[config.mk]
export PLATFORM = sky130hd
export DESIGN_NAME = ps2_autotype
export DESIGN_NICKNAME = d
export VERILOG_FILES = /design/src/rtl/ps2_autotype.sv
export SDC_FILE = /design/constraint.sdc
export NUM_CORES = 1
export LEC_CHECK = 0
export BUFFER_PORTS_ARGS = -buffer_cell sky130_fd_sc_hd__buf_2
export CORE_MARGIN = 2
export CORE_UTILIZATION = 30
export DETAILED_ROUTE_END_ITERATION = 16
export PLACE_DENSITY = 0.55
export SLEW_MARGIN = 30
export SYNTH_ARGS = -nofsm -noshare
export SYNTH_HDL_FRONTEND = slang
export SYNTH_SLANG_ARGS = --single-unit
[constraint.sdc]
create_clock -name clk_sys -period 6.99 [get_ports clk_sys]
set_input_delay 1.398 -clock clk_sys [delete_from_list [all_inputs] [get_ports clk_sys]]
set_output_delay 1.398 -clock clk_sys [all_outputs]
set_load 0.005 [all_outputs]
[src/rtl/ps2_autotype.sv]
// ASCII-to-PS/2 Set-2 autotyper: FIFO-buffered characters become timed press/release events.
// Define PS2_AUTOTYPE_CURSOR_EN to map 0x80-0x83 onto the extended cursor keys.
module ps2_autotype #(
  parameter int FIFO_DEPTH  = 4,
  parameter int HOLD_CYCLES = 560000,
  parameter int GAP_CYCLES  = 280000
) (
  input  logic        clk_sys,
  input  logic        reset,
  input  logic [7:0]  char_in,
  input  logic        char_valid,
  output logic        char_ready,
  output logic [65:0] ps2_key,
  output logic        busy,
  output logic [7:0]  drop_cnt
);
  localparam int PW   = $clog2(FIFO_DEPTH);
  localparam int TMAX = (HOLD_CYCLES > GAP_CYCLES) ? HOLD_CYCLES : GAP_CYCLES;
  localparam int TW   = $clog2(TMAX + 1);
  localparam logic [7:0] RSHIFT = 8'h59;

  typedef enum logic [2:0] {IDLE, DECODE, SHIFT_DN, KEY_DN, KEY_UP, SHIFT_UP, WAIT} state_e;
  typedef struct packed {
    logic       mapped;
    logic       shift;
    logic       ext;
    logic [7:0] code;
  } map_t;

  function automatic map_t lut(input logic [7:0] c);
    map_t       m;
    logic [7:0] lc;
    m = '0;
    m.mapped = 1'b1;
    lc = c;
    // Upper-case letters share the lower-case scancode, wrapped in shift.
    if (c >= 8'h41 && c <= 8'h5A) begin
      lc = c | 8'h20;
      m.shift = 1'b1;
    end
    case (lc)
      "a": m.code = 8'h1C; "b": m.code = 8'h32; "c": m.code = 8'h21; "d": m.code = 8'h23;
      "e": m.code = 8'h24; "f": m.code = 8'h2B; "g": m.code = 8'h34; "h": m.code = 8'h33;
      "i": m.code = 8'h43; "j": m.code = 8'h3B; "k": m.code = 8'h42; "l": m.code = 8'h4B;
      "m": m.code = 8'h3A; "n": m.code = 8'h31; "o": m.code = 8'h44; "p": m.code = 8'h4D;
      "q": m.code = 8'h15; "r": m.code = 8'h2D; "s": m.code = 8'h1B; "t": m.code = 8'h2C;
      "u": m.code = 8'h3C; "v": m.code = 8'h2A; "w": m.code = 8'h1D; "x": m.code = 8'h22;
      "y": m.code = 8'h35; "z": m.code = 8'h1A;
      "0": m.code = 8'h45; "1": m.code = 8'h16; "2": m.code = 8'h1E; "3": m.code = 8'h26;
      "4": m.code = 8'h25; "5": m.code = 8'h2E; "6": m.code = 8'h36; "7": m.code = 8'h3D;
      "8": m.code = 8'h3E; "9": m.code = 8'h46;
      " ":          m.code = 8'h29;
      8'h0D, 8'h0A: m.code = 8'h5A;
      8'h08:        m.code = 8'h66;
      ".": m.code = 8'h49; ",": m.code = 8'h41; "/": m.code = 8'h4A; ";": m.code = 8'h4C;
      8'h27: m.code = 8'h52; "-": m.code = 8'h4E; "=": m.code = 8'h55;
      ">": begin m.code = 8'h49; m.shift = 1'b1; end
      "<": begin m.code = 8'h41; m.shift = 1'b1; end
      "?": begin m.code = 8'h4A; m.shift = 1'b1; end
      ":": begin m.code = 8'h4C; m.shift = 1'b1; end
      8'h22: begin m.code = 8'h52; m.shift = 1'b1; end
      "_": begin m.code = 8'h4E; m.shift = 1'b1; end
      "+": begin m.code = 8'h55; m.shift = 1'b1; end
`ifdef PS2_AUTOTYPE_CURSOR_EN
      8'h80: begin m.code = 8'h6B; m.ext = 1'b1; end
      8'h81: begin m.code = 8'h74; m.ext = 1'b1; end
      8'h82: begin m.code = 8'h75; m.ext = 1'b1; end
      8'h83: begin m.code = 8'h72; m.ext = 1'b1; end
`endif
      default: m.mapped = 1'b0;
    endcase
    return m;
  endfunction

  state_e                      state_q, state_d, ret_q, ret_d, act;
  logic [TW-1:0]               timer_q, timer_d;
  logic [65:0]                 key_q, key_d;
  logic [7:0]                  drop_q, drop_d;
  map_t                        dec_q, dec_d;
  logic [FIFO_DEPTH-1:0][7:0]  mem_q, mem_d;
  logic [PW-1:0]               wr_q, wr_d, rd_q, rd_d;
  logic [PW:0]                 cnt_q, cnt_d;
  logic                        push, pop, ev_fire, ev_ext, ev_rel;
  logic [7:0]                  ev_code;

  assign char_ready = (cnt_q != (PW+1)'(FIFO_DEPTH));
  assign busy       = (state_q != IDLE) || (cnt_q != '0);
  assign ps2_key    = key_q;
  assign drop_cnt   = drop_q;

  always_comb begin
    state_d = state_q; ret_d = ret_q; timer_d = timer_q; key_d = key_q;
    drop_d = drop_q; dec_d = dec_q; mem_d = mem_q;
    wr_d = wr_q; rd_d = rd_q; cnt_d = cnt_q;
    ev_fire = 1'b0; ev_ext = 1'b0; ev_rel = 1'b0; ev_code = '0;

    // Emission happens on the edge that leaves DECODE or an expired WAIT, so the
    // emit states act as actions rather than resting states.
    act = state_q;
    if (state_q == DECODE && dec_q.mapped) act = dec_q.shift ? SHIFT_DN : KEY_DN;
    else if (state_q == WAIT && timer_q == '0) act = ret_q;

    push = char_valid && char_ready;
    pop  = (act == IDLE) && (cnt_q != '0);

    case (act)
      IDLE: begin
        state_d = pop ? DECODE : IDLE;
        if (pop) dec_d = lut(mem_q[rd_q]);
      end
      DECODE: begin
        state_d = IDLE;
        if (drop_q != 8'hFF) drop_d = drop_q + 8'd1;
      end
      SHIFT_DN: begin
        ev_fire = 1'b1; ev_code = RSHIFT;
        timer_d = TW'(GAP_CYCLES); ret_d = KEY_DN;
      end
      KEY_DN: begin
        ev_fire = 1'b1; ev_code = dec_q.code; ev_ext = dec_q.ext;
        timer_d = TW'(HOLD_CYCLES); ret_d = KEY_UP;
      end
      KEY_UP: begin
        ev_fire = 1'b1; ev_rel = 1'b1; ev_code = dec_q.code; ev_ext = dec_q.ext;
        timer_d = TW'(GAP_CYCLES); ret_d = dec_q.shift ? SHIFT_UP : IDLE;
      end
      SHIFT_UP: begin
        ev_fire = 1'b1; ev_rel = 1'b1; ev_code = RSHIFT;
        timer_d = TW'(GAP_CYCLES); ret_d = IDLE;
      end
      WAIT:    timer_d = timer_q - TW'(1);
      default: state_d = IDLE;
    endcase

    if (ev_fire) begin
      state_d       = WAIT;
      key_d         = '0;
      key_d[64]     = ~key_q[64];
      key_d[7:0]    = ev_code;
      if (ev_rel) begin
        key_d[15:8]  = 8'hF0;
        key_d[23:16] = ev_ext ? 8'hE0 : 8'h00;
      end else begin
        key_d[15:8]  = ev_ext ? 8'hE0 : 8'h00;
      end
    end

    if (push) begin
      mem_d[wr_q] = char_in;
      wr_d        = wr_q + PW'(1);
    end
    if (pop) rd_d = rd_q + PW'(1);
    case ({push, pop})
      2'b10:   cnt_d = cnt_q + (PW+1)'(1);
      2'b01:   cnt_d = cnt_q - (PW+1)'(1);
      default: cnt_d = cnt_q;
    endcase
  end

  always_ff @(posedge clk_sys or posedge reset) begin
    if (reset) begin
      state_q <= IDLE; ret_q <= IDLE; timer_q <= '0; key_q <= '0;
      drop_q <= '0; dec_q <= '0; mem_q <= '0;
      wr_q <= '0; rd_q <= '0; cnt_q <= '0;
    end else begin
      state_q <= state_d; ret_q <= ret_d; timer_q <= timer_d; key_q <= key_d;
      drop_q <= drop_d; dec_q <= dec_d; mem_q <= mem_d;
      wr_q <= wr_d; rd_q <= rd_d; cnt_q <= cnt_d;
    end
  end
endmodule
==> results of run 1 <==
==> power by group through the flow <==
stage | Sequential [W] | Combinational [W] | Clock, W
2_1_floorplan | 0.000896 | 0.00166 | 0
3_3_place_gp | 0.000968 | 0.00203 | 0
3_5_place_dp | 0.000985 | 0.00201 | 0
4_1_cts | 0.000975 | 0.00202 | 0.000487
5_1_grt | 0.00101 | 0.00226 | 0.000511
6_report | 0.000974 | 0.00205 | 0.000471
==> synth_stat cells, types with 9 or more instances <==
library cell	instances
a21oi_1	21
nand2b_1	9
nand2_1	38
nor2_1	31
inv_1	15
and2_1	9
buf_4	57
o31ai_1	9
dfrtp_1	90
buf_2	9
a31oi_1	13
xnor2_1	14
o21ai_0	26
nand4_1	13
clkbuf_1	10
mux2_2	35
nor3_1	11
nand3_1	10
==> metal layers <==
metal  up-vias  wire [µm]  global-route usage
met2       210       6310               0.216
met5         -          0                   0
li1       2074          -                   -
met4         0        357              0.0563
met3        28        882              0.0298
met1      2189       6440               0.194
==> worst max-delay path, stage by stage, from the launching register on <==
cell     delay (ps)
dfrtp_1         410
inv_1            70
ha_1            180
or4b_4          530
or3_1           540
o31ai_4         300
and4_1          780
nand3_2         230
o32a_1          390
==> sequential cells by signal (all words and copies together) (netlist names) <==
| register | cells |
|---|---|
| state_q | 2 |
| cnt_q | 3 |
| ret_q | 3 |
| rd_q | 2 |
| timer_q | 20 |
| wr_q | 2 |
| mem_q | 32 |
| drop_cnt | 8 |
| ps2_key | 9 |
| dec_q | 9 |
==> cells by family after synthesis <==
kind of cell,synth area share
XOR/XNOR,0.0271
other,0.000646
AO/OA/AOI/OAI,0.177
multiplexers,0.107
buffers and inverters,0.114
AND/OR/NAND/NOR,0.168
flip-flops,0.388
adder cells (fa/ha/maj),0.0185
==> worst paths after layout <==
kind                                   from           to  depth (start not counted)
worst max-delay path             timer_q[0]    dec_q[10]                          8
worst min-delay path            ps2_key[64]  ps2_key[64]                          1
worst max register to register   timer_q[0]    dec_q[10]                          8
worst min register to register  ps2_key[64]  ps2_key[64]                          1
max in group asynchronous             reset  ps2_key[15]                          3
min in group asynchronous             reset      wr_q[0]                          2
==> through the flow <==
step / hold slack [ps] / util
final: 473 / 0.330
after global placement: 456 / 0.314
after detailed placement: 467 / 0.314
after CTS: 476 / 0.330
after global routing: 495 / 0.330
after floorplan: 456 / -
==> final cells by class <==
type                    instances  area share
multi-input cells             445       0.500
flip-flops and latches         90       0.363
well taps                     260      0.0524
clock buffers                  13      0.0435
repair buffers                 33      0.0270
inverters                      18      0.0111
clock inverters                 3     0.00363
==> summary by stage, run 1 <==
Run status
The flow ran to the end, and the final reports show no timing, DRC or antenna violations.

Power
Of the total power, the share spent switching nets is 0.480. For this design the static power due to leakage is 2.53 nW. The switching power is 0.00168 W. The share of total power dissipated in the clock network is 0.135. The share of total power dissipated in sequential elements is 0.279. The total power divided by cell area is 563 nW/µm².

Total power for the finished layout comes to 0.00350 W. The internal power consumption is 0.00182 W. The relative contribution of combinational cells to total power is 0.587.

VDD sags by at most 0.000261 V.

Synthesis
For this run, asynchronously set or reset flops after synthesis account for 1.00. The count of flip-flops with a built-in enable after synthesis is 0. Of all cell types, the one taking the most synthesized area is dfrtp_1. After synthesis the netlist holds a flip-flop and latch count of 90. The number of warnings issued by yosys is 0. Yosys attributes the largest share of cell area to dfrtp_1 (39%), buf_4 (7.4%), mux2_2 (6.8%), mux4_2 (3.1%), nand2_1 (2.5%). The number of distinct library cell variants in the gate-level netlist after synthesis is 85. The share of synthesized area occupied by flip-flops and latches is 0.388. Of the post-synthesis cell area, the dominant cell type holds 0.388.

The most used flip-flop cell after synthesis is dfrtp_1. The mean instance size in the synthesized netlist is 9.93 µm². After synthesis the cells add up to 5810 µm². The number of standard cells after synthesis is 585.

Placement
The final weighted congestion in routability-driven placement is 0.935. The number of instances in the placed design is 846. During placement, the flow inserted port buffers numbering 32. The placed wire-length estimate after detailed placement is 10100 µm. After detailed placement, the total cell area comes to 5920 µm². Timing analysis after detailed placement gives a worst setup slack of 3440 ps.

Final layout
Compared with the post-synthesis result, the final layout area differs by 6.91%. At the end of the flow, the number of nets in the layout was 616. After routing the design area is 6210 µm².

In the layout the commonest cells are dfrtp_1 (90), conb_1 (54), nand2_1 (38), mux2_2 (35), buf_2 (32). The number of inserted filler cells in the final layout is 1912. The antenna cell count is 0. The count of cells in the finished layout, fillers not included, comes to 862. The multi-input logic area is 3100 µm². The ratio of cells with drive above 1 in the final layout is 0.193.

The library cell used most frequently in the layout, excluding fill and tap cells, is dfrtp_1. Across the whole layout, storage elements account for 2250 µm².

Drt
The number of DRC markers in iteration 0 is 328. The final route contains 4501 vias. In the routed layout, each cell is associated on average with a via count of 5.22.

The post-detailed-route count of antenna-violating nets is 0. The total DRC errors in the routed layout is 0. After detailed routing, the average wire length per cell comes to 16.2 µm. The first-pass iteration count of the detailed router is 5. The routed design has 14000 µm of wire.

Timing
The post-route setup TNS is 0 ps. The worst slew slack as a fraction of its limit is 0.453. The worst-case setup margin in the final layout is 3440 ps.

The post-route clock skew is 5.66 ps. At the pin with the least slew margin, the transition time is 820 ps. In the finished design, the share of the clock period the worst path needs comes to 0.508. The post-layout minimum cycle time is 3550 ps. The final hold violation count is 0. The highest achievable clock rate is 282 MHz. Setup repair after global routing left no endpoint under its margin. The final-report max-slew violation count came to 0.

Setup violations remaining at the end of the flow were counted as 0.

Floorplanning
The die outline height is 143 µm. The row count is 50. The number of top-level pins is 87. The area of the die is 20500 µm².

Measured along the x axis, the die boundary spans 143 µm. The initial cell density of the core is 0.309. The core area is 18800 µm².

Global route
Global routing finished with a remaining overflow of 0. The first global-routing pass estimated 22800 µm of wire. The initial antenna violation count is 0. The pin count of the biggest net entering global routing is 56.

The number of global-route vias before repair is 4295. The combined global-route utilization of all metal layers is 0.141.

Worst setup path
The data arrival time of the critical path is 3780 ps. The type of element launching the critical path is a flop. The nature of the critical path endpoint is a flop. The setup check on the worst reg-to-reg path leaves a slack of 3440 ps.

The critical path class is flop to flop. The required time at the worst-slack endpoint is 7220 ps. The maximum fanout encountered on the critical timing path is 18.

Clock tree
The clock net in this run drives a total of 90 sinks. The number of buffers added to fix hold violations after cts is 0. The clock passes through at most 2 buffers. The number of buffers inserted by post-CTS setup repair is 0. The insertion delay of the later-clocked pin in the worst-skew pair is 340 ps. The tree is rooted in a clkbuf_16. CTS built an H-tree with a depth of 3. After clock tree synthesis, the repair step resized 0 gates. The clock transition time at the flip-flop clock pins of the worst setup and hold paths is 70 ps.

The number of buffers inserted during clock tree synthesis is 9. The CTS tree is yes.

Flow run
The tool flagged a number of max-cap violations equal to 0.

Min path
The path class of the tightest hold or removal check is flop to flop.
Note: power is estimated with default switching activity, not from simulation.
==> inputs of run 2 (changes only) <==
Settings changed: ABC_AREA set to 1, PLACE_DENSITY 0.55 to 0.57.
Clock period 6.99 ns to 3.2 ns, I/O delays scaled along.
==> run 2 against run 1 <==
  * Design area rose by 6.3%
  * Via count increased by 10%
  * Sequential power is 91% higher
  * Utilization increased by 0.82 points
  * Sequential cell count unchanged
  * Fmax is 19% higher
==> summary by stage, run 2 <==
Timing
The final hold violation count is 0. The final-report max-slew violation count was 0. Dividing the final minimum period by the clock period gives 0.928.

On the final layout, the worst clock skew is 9.01 ps. The post-route setup TNS is 0 ps. The transition time at the pin with the least slew margin is 809 ps. The post-layout minimum cycle time is 2970 ps. Setup violations remaining at the end of the flow were counted as 0. In the post-route analysis, the smallest setup slack over all paths is 229 ps. The highest achievable clock rate is 337 MHz.

The worst slew slack as a fraction of its limit is 0.461. Setup repair after global routing left no endpoint under its margin.

Final layout
The area added between synthesis and finish is 9.87%. The register with the most flip-flops in the layout has 32 of them. The largest registers in the layout are mem_q (32), timer_q (20). The number of nets at the end of the flow is 839. In the final layout, the multi-input gates occupy 3070 µm². The number of inserted filler cells in the final layout is 2118.

The top cell types in the final layout, fill and taps aside, are nand2_1 (191), dfrtp_1 (90), inv_1 (79), nor2_1 (75), nand3_1 (60). The leading cell type in the layout, fill and taps excluded is nand2_1. The register name with the most flops is mem_q. The combined flip-flop and latch cell area is 2250 µm². The antenna cell count is 0. In the final layout, the share of cells above drive strength 1 is 0.142.

Synthesis
The post-synthesis instance area is 6010 µm². The area share of the largest cell type after synthesis is 0.375. Of the total synthesized cell area, the portion taken by XOR and XNOR cells is 0.0350. The number of different library cells used by synthesis comes to 52. In this run, synthesis inferred 0 flip-flops with an integrated enable. The mux share of post-synthesis cell area is 0.00187. After synthesis, the share of flip-flops with an asynchronous set or reset is 1.00. After synthesis the netlist holds a flip-flop and latch count of 90. The simple-gate share of the synthesized area is 0.310. The dominant combinational cell family by area after synthesis is simple AND/OR/NAND/NOR gates.

By instance count, the leading cell after synthesis is nand2_1. The fraction of the mapped netlist area in adder cells is 0.0179. In this run the mean area of a mapped cell was 7.63 µm².

The complex-gate fraction of the synthesized area was 0.109. The number of warnings issued by yosys is 0. The most used flip-flop cell after synthesis is dfrtp_1. In the synthesized netlist, the cells that appear most often are nand2_1 (191), dfrtp_1 (90), inv_1 (80), nor2_1 (76), nand3_1 (60). The share of synthesized area occupied by flip-flops and latches is 0.375. The number of standard cells after synthesis is 787. Ranked by total cell area, the synthesized netlist is headed by dfrtp_1 (37%), nand2_1 (12%), buf_4 (7.4%), inv_1 (5.0%), nand3_1 (5.0%). Of all cell types, the one taking the most synthesized area is dfrtp_1.

Clock tree
Clock-pin slew was measured on the worst setup and hold paths at 70 ps. Buffers inserted during clock tree synthesis total 9. The H-tree level count is 3. The buffer levels on the longest clock path is 2. The clock tree root buffer cell is clkbuf_16. The insertion delay of the later-clocked pin in the worst-skew pair is 350 ps. The CTS tree is yes. Clock tree synthesis found a total of 90 sinks. Post-CTS timing repair inserted 0 buffers for setup. The number of buffers added to fix hold violations after cts is 0.

Flow run
The tool flagged a number of max-cap violations equal to 0.

Drt
The mean number of vias per cell is 4.55. The detailed-route via count is 4959. The routed wire length on met3 is 646 µm. Wire segments on met2 add up to 5780 µm in the final route. Once detail routing completed, the nets flagged for antenna violations numbered 0. Wires add up to 13100 µm. The detailed router finished its first iteration with 313 violations. The first-pass iteration count of the detailed router is 5. In this run the top signal layer used is met4. The total DRC errors in the routed layout is 0. In the final routed layout, each cell accounts on average for 12.0 µm. The met1 wire length is 6430 µm.

Worst setup path
Of all nets on the critical path, the largest fanout is 4. The data arrival time of the critical path is 3200 ps. STA classifies the critical path startpoint as a flop. The worst setup path is of the flop to flop kind. The nature of the critical path endpoint is a flop.

The required time at the worst-slack endpoint is 3430 ps.

Global route
The number of global-route vias before repair is 4452. The global-route wire length before repair is 22100 µm. For this run the aggregate overflow at the end of global routing stands at 0. The initial antenna violation count is 0. The combined global-route utilization of all metal layers is 0.126. Entering global routing, the biggest net connects 47 pins.

Power
Cell internal power was estimated by the tool at 0.00325 W. Of the total power, the share spent switching nets is 0.472. The share of total power dissipated in the clock network is 0.191.

The power share of the sequential group is 0.303. Summed over all cells, the static leakage comes to 3.44 nW. The relative contribution of combinational cells to total power is 0.506. Across the VDD grid, the largest voltage drop is 0.000422 V.

The analysis attributes to net switching a power of 0.00290 W. The total power divided by cell area is 932 nW/µm².

Min path
The path class of the tightest hold or removal check is primary input to asynchronous set/reset pin.

Floorplanning
For this configuration, the core starts out at a cell density of 0.308. The area of the die is 21200 µm². In this run the horizontal extent of the chip is 146 µm. The total area inside the core boundary comes to 19500 µm². In this run the vertical extent of the chip is 146 µm.

The number of top-level pins is 87. The floorplan has 51 rows.

Placement
The count of buffers from port buffering is 32. The final weighted congestion in routability-driven placement is 0.939. The worst setup timing slack at the placement stage is 119 ps. The placed wire-length estimate after detailed placement is 9610 µm.

Run status
The run finished with clean final reports.
run 2: changes by cell type after synthesis, moves of 16 or more:
| cell | before | now |
|---|---|---|
| nand2_1 | 38 | 191 |
| inv_1 | 15 | 80 |
| nand3_1 | 10 | 60 |
| nor2_1 | 31 | 76 |
| mux2_2 | 35 | 1 |
| o21ai_0 | 26 | 52 |
| xor2_1 | 4 | 20 |
run 2: through the flow:
stage	util	total power (W)	std cells	area (µm²)	hold WS, ps
final	0.338	0.00615	1090	6600	408
after global routing	0.338	0.00673	1090	6600	476
after CTS	0.337	0.00615	1090	6580	436
after detailed placement	0.320	0.00494	1074	6240	456
after global placement	0.320	0.00492	1074	6240	450
after floorplan	-	0.00437	840	6210	450
run 2: layout make-up:
cell class,count,share of cell area
repair buffers,43,0.0387
clock buffers,9,0.0341
inverters,91,0.0538
well taps,265,0.0502
clock inverters,7,0.0167
multi-input cells,585,0.465
flip-flops and latches,90,0.341
run 2: timing repair:
| action | in CTS | in global routing |
|---|---|---|
| resized for setup | 0 | 4 |
| endpoints found under the setup margin | 0 | 1 |
| hold endpoints to repair | 0 | 0 |
run 2: path summary, 6_finish.rpt:
path | from | end | slack [ps] | cells past startpoint
setup reg to reg | timer_q[1] | cnt_q[2] | 230 | 20
hold / removal | reset | timer_q[18] | 410 | 2
min in group clk_sys | ps2_key[64] | ps2_key[64] | 460 | 1
max in group asynchronous | reset | mem_q[26] | 2060 | 3
setup / recovery | timer_q[1] | cnt_q[2] | 230 | 20
hold reg to reg | ps2_key[64] | ps2_key[64] | 460 | 1
run 2: power by group through the flow:
stage	logic (W)	clock network [W]	registers (W)
after floorplan	0.00256	0	0.00181
after global placement	0.00305	0	0.00187
after detailed placement	0.00306	0	0.00188
after CTS	0.00307	0.00122	0.00186
after global routing	0.00355	0.00125	0.00192
final	0.00311	0.00118	0.00186
run 2: logic make-up (layout without fill, tap and decap cells):
group	after synthesis	count (layout)
buffers and inverters	165	150
other	1	54
xor gates and xnor gates	24	24
muxes	1	1
AOI/OAI and AO/OA	107	107
adders and majority gates	8	8
DFF	90	90
and+or+nand+nor	391	391
run 2: critical path: stages, from the launching register on:
cell     delay (ps)
dfrtp_1         380
inv_1           110
ha_4            180
nand4_4         120
inv_2            70
nand2_2         100
nor2_8          130
nand3_4         110
nand2_2         110
o21ai_4          80
nor2_8          140
inv_4            70
nor2_4           90
nand2_2         100
nor2_2          110
ha_1            140
inv_1            60
fa_1            380
a21oi_1         140
o21ai_0         110
xnor2_1         140
run 2: routing by layer:
metal | up-vias | GRT usage
met1 | 2270 | 0.181
li1 | 2511 | -
met5 | - | 0
met4 | 0 | 0.0436
met3 | 25 | 0.0260
met2 | 153 | 0.186
